### src/rtl/mem_responder.sv
// -----------------------------------------------------------------------------
// mem_responder
//
// Memory-side responder for the multicycle datapath. Serves MemRead/MemWrite
// requests from the control unit against a synchronous SRAM with WAIT_CYCLES
// extra wait states, registers the returned word, pulses MemReady on
// completion and raises StallReq while an access is in flight.
//
// Optional feature macro: MEM_RESPONDER_FAULT_EN
//   defined   : requests with Addr >= MEM_WORDS, or with MemRead and MemWrite
//               both high, are rejected without touching the SRAM; AddrFault
//               and MemReady pulse together for one cycle.
//   undefined : no checks, AddrFault stays 0, read+write is done as a write.
//
// Parameters:
//   WAIT_CYCLES  extra SRAM wait states per access (0..7)
//   MEM_WORDS    implemented words (range check only)
//
// Ports:
//   CLK, Reset             clock, synchronous active-high reset
//   MemRead, MemWrite      level-sampled requests from the control unit
//   Addr, WriteData        word address (IorD-muxed) and store data
//   ReadData               registered read result
//   MemReady               one-cycle completion pulse
//   StallReq               high while an access is in flight
//   AddrFault              one-cycle fault pulse (fault build only)
//   sram_en, sram_we       SRAM enable / write enable
//   sram_addr, sram_wdata  SRAM address / write data
//   sram_rdata             SRAM read data, valid by end of final access cycle
// -----------------------------------------------------------------------------
module mem_responder #(
    parameter int unsigned WAIT_CYCLES = 1,
    parameter int unsigned MEM_WORDS   = 32'h0000_F000
) (
    input  logic        CLK,
    input  logic        Reset,
    input  logic        MemRead,
    input  logic        MemWrite,
    input  logic [15:0] Addr,
    input  logic [15:0] WriteData,
    output logic [15:0] ReadData,
    output logic        MemReady,
    output logic        StallReq,
    output logic        AddrFault,
    output logic        sram_en,
    output logic        sram_we,
    output logic [15:0] sram_addr,
    output logic [15:0] sram_wdata,
    input  logic [15:0] sram_rdata
);

    typedef enum logic [1:0] {
        ST_IDLE   = 2'd0,
        ST_ACCESS = 2'd1,
        ST_DONE   = 2'd2
    } state_e;

    state_e      state_q, state_d;
    logic [2:0]  cnt_q, cnt_d;
    logic [15:0] addr_q, addr_d;
    logic [15:0] wdata_q, wdata_d;
    logic [15:0] rdata_q, rdata_d;
    logic        we_q, we_d;
    logic        fault_q, fault_d;

    logic        req;
    logic        reject;

    assign req = MemRead | MemWrite;

`ifdef MEM_RESPONDER_FAULT_EN
    assign reject = (32'(Addr) >= MEM_WORDS) || (MemRead && MemWrite);
`else
    assign reject = 1'b0;
`endif

    // State register. Everything here is reset because the reset state of the
    // latches is directly visible on sram_addr / sram_wdata / ReadData.
    // NOTE: sequential state uses non-blocking assignments so every register
    // samples the pre-edge value of its neighbours.
    always_ff @(posedge CLK) begin
        if (Reset) begin
            state_q <= ST_IDLE;
            cnt_q   <= '0;
            addr_q  <= '0;
            wdata_q <= '0;
            rdata_q <= '0;
            we_q    <= 1'b0;
            fault_q <= 1'b0;
        end else begin
            state_q <= state_d;
            cnt_q   <= cnt_d;
            addr_q  <= addr_d;
            wdata_q <= wdata_d;
            rdata_q <= rdata_d;
            we_q    <= we_d;
            fault_q <= fault_d;
        end
    end

    // Next-state logic, including the request latches and read capture.
    always_comb begin
        // NOTE: every variable gets a hold default first so no path through
        // the case statement can infer a latch.
        state_d = state_q;
        cnt_d   = cnt_q;
        addr_d  = addr_q;
        wdata_d = wdata_q;
        rdata_d = rdata_q;
        we_d    = we_q;
        fault_d = fault_q;

        unique case (state_q)
            // Requests are accepted both from IDLE and from the completion
            // cycle, which is what makes back-to-back accesses possible.
            ST_IDLE, ST_DONE: begin
                fault_d = 1'b0;
                if (req) begin
                    if (reject) begin
                        state_d = ST_DONE;
                        fault_d = 1'b1;
                    end else begin
                        state_d = ST_ACCESS;
                        addr_d  = Addr;
                        wdata_d = WriteData;
                        we_d    = MemWrite;
                        cnt_d   = 3'(WAIT_CYCLES);
                    end
                end else begin
                    state_d = ST_IDLE;
                end
            end

            ST_ACCESS: begin
                if (cnt_q != 3'd0) begin
                    cnt_d = cnt_q - 3'd1;
                end else begin
                    if (!we_q) begin
                        rdata_d = sram_rdata;
                    end
                    state_d = ST_DONE;
                end
            end

            default: state_d = ST_IDLE;
        endcase
    end

    // Outputs are decoded from registered state only; no request input
    // reaches an output combinationally.
    always_comb begin
        StallReq   = (state_q == ST_ACCESS);
        MemReady   = (state_q == ST_DONE);
        AddrFault  = (state_q == ST_DONE) && fault_q;
        sram_en    = (state_q == ST_ACCESS);
        sram_we    = (state_q == ST_ACCESS) && we_q;
        sram_addr  = addr_q;
        sram_wdata = wdata_q;
        ReadData   = rdata_q;
    end

endmodule
### config.mk
export PLATFORM = sky130hd
export DESIGN_NAME = mem_responder
export DESIGN_NICKNAME = d
export VERILOG_FILES = /design/src/rtl/mem_responder.sv
export SDC_FILE = /design/constraint.sdc
export NUM_CORES = 1
export LEC_CHECK = 0
export CAP_MARGIN = 10
export CORE_ASPECT_RATIO = 1.1
export CORE_UTILIZATION = 35
export DETAILED_ROUTE_END_ITERATION = 10
export MAX_ROUTING_LAYER = met4
export PLACE_DENSITY_LB_ADDON = 0.25
export SLEW_MARGIN = 20
export SYNTH_ARGS = -nofsm -noshare
export SYNTH_HDL_FRONTEND = slang
export SYNTH_SLANG_ARGS = --single-unit
export TNS_END_PERCENT = 20
### constraint.sdc
create_clock -name CLK -period 1.41 [get_ports CLK]
set_input_delay 0.141 -clock CLK [delete_from_list [all_inputs] [get_ports CLK]]
set_output_delay 0.141 -clock CLK [all_outputs]
set_load 0.01 [all_outputs]
* Word level (Yosys, flattened, before mapping)
Index checks and enable logic that the tools add are counted.
Cells by class: mux-type cells 6, $add $sub $neg 1, eq/ne operators 5, reductions and logical operators 8, bitwise operators 3
Operators by type and width (count):
- 2-to-1 mux 3 bit | 2
- case mux 3 bit (2 select lines) | 1
- AND reduction 3 bit | 2
- != test 2 bit, second input constant | 2
- case mux 2 bit (2 select lines) | 1
- nonzero test 3 bit | 1
- subtractor 3 x 1 -> 3 bit, second input constant | 1
- == test 2 x 1 -> 1 bit, second input constant | 1
- == test 2 bit, second input constant | 1
- logical NOT 2 bit | 1
- 2-to-1 mux 2 bit | 1
- != test 2 x 1 -> 1 bit, second input constant | 1
- NOT 1 bit | 2
- AND reduction 2 bit | 1
- nonzero test 2 bit | 1
- OR reduction 2 bit | 1
- logical AND 1 bit | 1
- 2-to-1 mux 1 bit | 1
- bitwise OR 1 bit | 1
Word-level totals: output and inout bits 53, logic and storage cells 29, bits of input ports 52, register bits 54

* Longest topological paths before layout
Gate-level depths: netlist of run 1.
depth in word-level cells 4, mapped depth 8, depth with buffers taken out 6

* Least setup slack after synthesis of run 1
No wires, ideal clock.
path kind reg2reg, start point reg cnt_q[0], end point reg cnt_q[2], library setup time 87 ps, clock period less this slack 1560 ps, path slack -150 ps, arrival 1473 ps, required time 1323 ps, buffers on the path 0, cell stages (with the launch flop) 7, cells stage by stage dfxtp_1 inv_1 ha_1 ha_1 or3b_4 or3_1 o31ai_1
Between the ends: cells in the longest elaborated chain, start to end 3, elaborated cells on any way between the ends 6, those cells by class add/sub (1); eq/ne (1); mux (2); reduce/logical (2)
RTL lines:
- from (decl) | line 59 | logic [2:0] cnt_q, cnt_d;
- from (signal assigned) | line 92 | cnt_q <= cnt_d;
- subtractor 3 x 1 -> 3 bit or nonzero test 3 bit (tied branches) | line 136, 135
- 2-to-1 mux 3 bit or != test 2 x 1 -> 1 bit (tied branches)
- case mux 3 bit (2 select lines) or AND reduction 3 bit (tied branches)
Parallel ways exist; a longest one is shown, timed or not. The select of a mux whose other input is x is not followed. A chain may end at the register's enable or synchronous reset.

* Worst setup path in the final report of run 1
Same ends and word-level chain as after synthesis.

==> run_results.csv, run 1 <==
group,metric,value,unit
synthesis,synth-seq-area-share,0.551,
clock_tree,cts_buffer_depth,2,
grt,grtUsageMet3,0.0640,
timing,fmax,644,MHz
synthesis,ys.flop_type,"dfxtp_1",
grt,grt_pass1_wl,7690,microns
placement,gp_congestion,0.742,
synthesis,syn_area,1960,sq um
final_layout,diodes,0,
timing,finalCritPeriodShare,1.10,
run_status,failed_checks,"setup timing",
grt,grt_use_total,0.175,
timing,rsz0062_at_grt,"true",
synthesis,ys_async_sr_fraction,0,
setup_path,crit_start,"cnt_q[0]$_SDFFE_PP0P_",
final_layout,drive_above_1_share,0.136,
timing,min_period,1.55,ns
setup_path,critPathKind,"register to register",
timing,hold_violations,0,
setup_path,crit_required,1.63,ns
setup_path,critPathArrivalTime,1.77,ns
grt,grt_max_degree,25,
synthesis,ys_ff_latch,54,
worst_hold_path,hold_class,"input port to register",
routing,final_antenna_net_count,0,
synthesis,ys.warnings.count,0,
synthesis,ys_types,25,
setup_path,worst_setup_path_start_kind,"register",
power_and_ir_drop,peakVddDrop,714,uV
timing,layout_setup_ws,-0.142,ns
final_layout,syn2layout_area_growth,70.5,%
power_and_ir_drop,total_leakage_power,1.29,nW
timing,finClkSkew,0.00748,ns
setup_path,crit_path_end_kind,"register",
setup_path,slowest_delay,0.39,ns
floorplanning,dieArea,5910,sq um
routing,totalWireLength,5210,microns
setup_path,cp-endpoint,"cnt_q[2]$_SDFFE_PP0P_",
clock_tree,numCtsBuffers,5,
setup_path,path_depth,6,
final_layout,final_util,0.620,
setup_path,r2r_start,"cnt_q[0]$_SDFFE_PP0P_",
grt,overflow,0,
routing,viasPerCell,4.55,
setup_path,crit_slowest_cell,"or3b_4",
timing,maxSlewViolCount,0,
power_and_ir_drop,power_density,1070,nW/um^2
routing,wl_per_cell,12.2,microns
synthesis,synth_top_area_share,0.551,
floorplanning,initial_utilization,0.364,
placement,placedCellCount,417,
synthesis,synthTopCellsByCount,"nand2_1 (97), dfxtp_1 (54), a21oi_1 (49), clkbuf_1 (8), buf_2 (6)",
floorplanning,design.core.area,5400,sq um
synthesis,synth_area_leader_cell,"dfxtp_1",
clock_tree,cts_num_sinks,54,
grt,met2_usage,0.288,
synthesis,synth_edf_count,0,
setup_path,rrSetupSlack,-0.14,ns
setup_path,ff2ff_path_depth,6,
synthesis,syn-instance-count,242,
timing,setup_tns,-0.327,ns
floorplanning,die_w,73.4,microns
placement,io_buffers,103,
final_layout,fillCellCount,498,
clock_tree,clockRootBuffer,"clkbuf_8",
synthesis,synthesis.nets,296,
setup_path,crit_chain,"inv_2 > ha_4 > ha_4 > or3b_4 > or3_1 > o31ai_1",
run_status,outcome,"complete, but fails checks",
setup_path,regToRegEndpoint,"cnt_q[2]$_SDFFE_PP0P_",
placement,dpl.hpwl,3590,microns
grt,gr-max-usage-layer,"met2",
timing,report.final.setup_viol,4,
job,cap_violations,0,
grt,antenna_found_initial,0,
floorplanning,die_h,80.6,microns
power_and_ir_drop,power,0.00358,W
floorplanning,ioPinCount,105,
final_layout,layout.cells.non_filler,427,
routing,firstDrtPassIters,4,
clock_tree,cts_tree,"built",
grt,grtUsageMet1,0.204,
synthesis,yosysMostFrequentCell,"nand2_1",
setup_path,crit_path_max_fanout,5,
clock_tree,clk_pin_slew,0.09,ns
clock_tree,clk_latency,0.30,ns
setup_path,path_buf_inv,1,
setup_path,cpMostUsedCell,"ha_4",
synthesis,avgSynthCellArea,8.11,sq um
clock_tree,h-tree-depth,2,
final_layout,fin_nets,405,
grt,grt_pass1_vias,1704,
setup_path,crit_family,"simple AND/OR/NAND/NOR gates",
worst_hold_path,min_from,"Reset",
routing,vias,1944,
routing,drcViolationCount,0,
synthesis,synth_area_leaders,"dfxtp_1 (55%), nand2_1 (19%), a21oi_1 (12%)",
routing,drt-initial-drc-count,60,
floorplanning,num_rows,28,
## layout make-up
class,instances,area [sq um],area share
clock buffers,5,68.8,0.0206
clock inverters,3,40.0,0.0120
inverters,3,11.3,0.00336
multi-input cells,167,868,0.259
flip-flops and latches,54,1080,0.324
well taps,75,93.8,0.0280
repair buffers,120,1180,0.353
## what timing repair did
action | 4_1_cts | 5_1_grt
buffers inserted | 0 | 0
pin swaps | 0 | 1
endpoints found under the setup margin | 24 | 23
cloned | 0 | 2
gates resized for setup | 7 | 23
hold buffers | 0 | 0
## layer usage
| metal | part of all wire | up-vias |
|---|---|---|
| met1 | 0.44 | 848 |
| met4 | 0.0092 | 0 |
| li1 | - | 996 |
| met2 | 0.45 | 92 |
| met3 | 0.10 | 8 |
| met5 | 0 | - |
## through the flow
step                hold slack [ns]  setup WS [ns]  instance area, sq um
global placement              0.441         -0.123                  3140
floorplan                     0.277         -0.126                  1970
global route                  0.217         -0.178                  3350
finish                        0.211         -0.142                  3350
CTS                           0.203         -0.187                  3250
detailed placement            0.447         -0.159                  3140
## sequential cells by signal (all words and copies together), names as in the netlist
register / flops
sram_wdata: 16
sram_addr: 16
state_q: 2
we_q: 1
ReadData: 16
cnt_q: 3
## worst min-delay path by stage
stage,to,cells past startpoint
finish,ReadData[15]$_SDFFE_PP0P_,2
global route,sram_addr[15]$_SDFFE_PP0P_,2
CTS,state_q[0]$_SDFFE_PP0P_,2
detailed placement,ReadData[12]$_SDFFE_PP0P_,2
global placement,sram_wdata[15]$_SDFFE_PP0P_,2
floorplan,ReadData[0]$_SDFFE_PP0P_,2
## cells by family after synthesis
family | after synthesis | share of synthesized area
flip-flops | 54 | 0.551
multiplexers | 1 | 0.00510
AO/OA/AOI/OAI | 55 | 0.150
adder cells (fa/ha/maj) | 2 | 0.0127
other | 1 | 0.00191
buffers and inverters | 22 | 0.0529
AND/OR/NAND/NOR | 107 | 0.226
## where the power goes
part,internal (W),switching (W),leakage [nW]
Sequential,0.00164,0.0000588,0.444
Combinational,0.000500,0.000373,0.784
Clock,0.000523,0.000489,0.0579
Total,0.00266,0.000920,1.29
## cells in the final DEF (no fill, tap or decap)
cell / n
a21oi_1: 44
o21bai_1: 1
or3b_4: 1
nand4bb_4: 1
a31oi_1: 1
and2b_1: 1
nand2_2: 3
or3_1: 2
o21ba_2: 1
buf_2: 1
dfxtp_2: 2
nand2_1: 94
a21oi_2: 5
and4bb_4: 2
buf_4: 12
clkdlybuf4s15_1: 1
inv_1: 1
nor2b_2: 1
and2_1: 1
clkbuf_2: 1
inv_2: 2
nor2_1: 1
o31ai_1: 2
buf_6: 2
and3b_1: 1
mux2i_1: 1
bufinv_16: 1
dfxtp_1: 52
clkdlybuf4s50_1: 97
clkinv_2: 2
dlymetal6s2s_1: 1
clkbuf_8: 5
dlygate4sd2_1: 2
clkbuf_4: 1
ha_4: 2
o21bai_2: 1
conb_1: 1
buf_12: 2
(Power assumes the default switching activity.)
==> run 2: changes to the inputs <==
--- a/config.mk
+++ b/config.mk
@@ -5,9 +5,9 @@
 export SDC_FILE = /design/constraint.sdc
 export NUM_CORES = 1
 export LEC_CHECK = 0
-export CAP_MARGIN = 10
 export CORE_ASPECT_RATIO = 1.1
 export CORE_UTILIZATION = 35
+export CTS_CLUSTER_DIAMETER = 80
 export DETAILED_ROUTE_END_ITERATION = 10
 export MAX_ROUTING_LAYER = met4
 export PLACE_DENSITY_LB_ADDON = 0.25
==> results of run 2 <==
The final DEF is identical to that of run 1; final timing and power are the same.
==> run 3: changes to the inputs <==
--- a/config.mk
+++ b/config.mk
@@ -5,6 +5,7 @@
 export SDC_FILE = /design/constraint.sdc
 export NUM_CORES = 1
 export LEC_CHECK = 0
+export CAP_MARGIN = 0
 export CORE_ASPECT_RATIO = 1.1
 export CORE_UTILIZATION = 35
 export CTS_CLUSTER_DIAMETER = 80
==> results of run 3 <==
The final DEF is identical to that of run 1; final timing and power are the same.
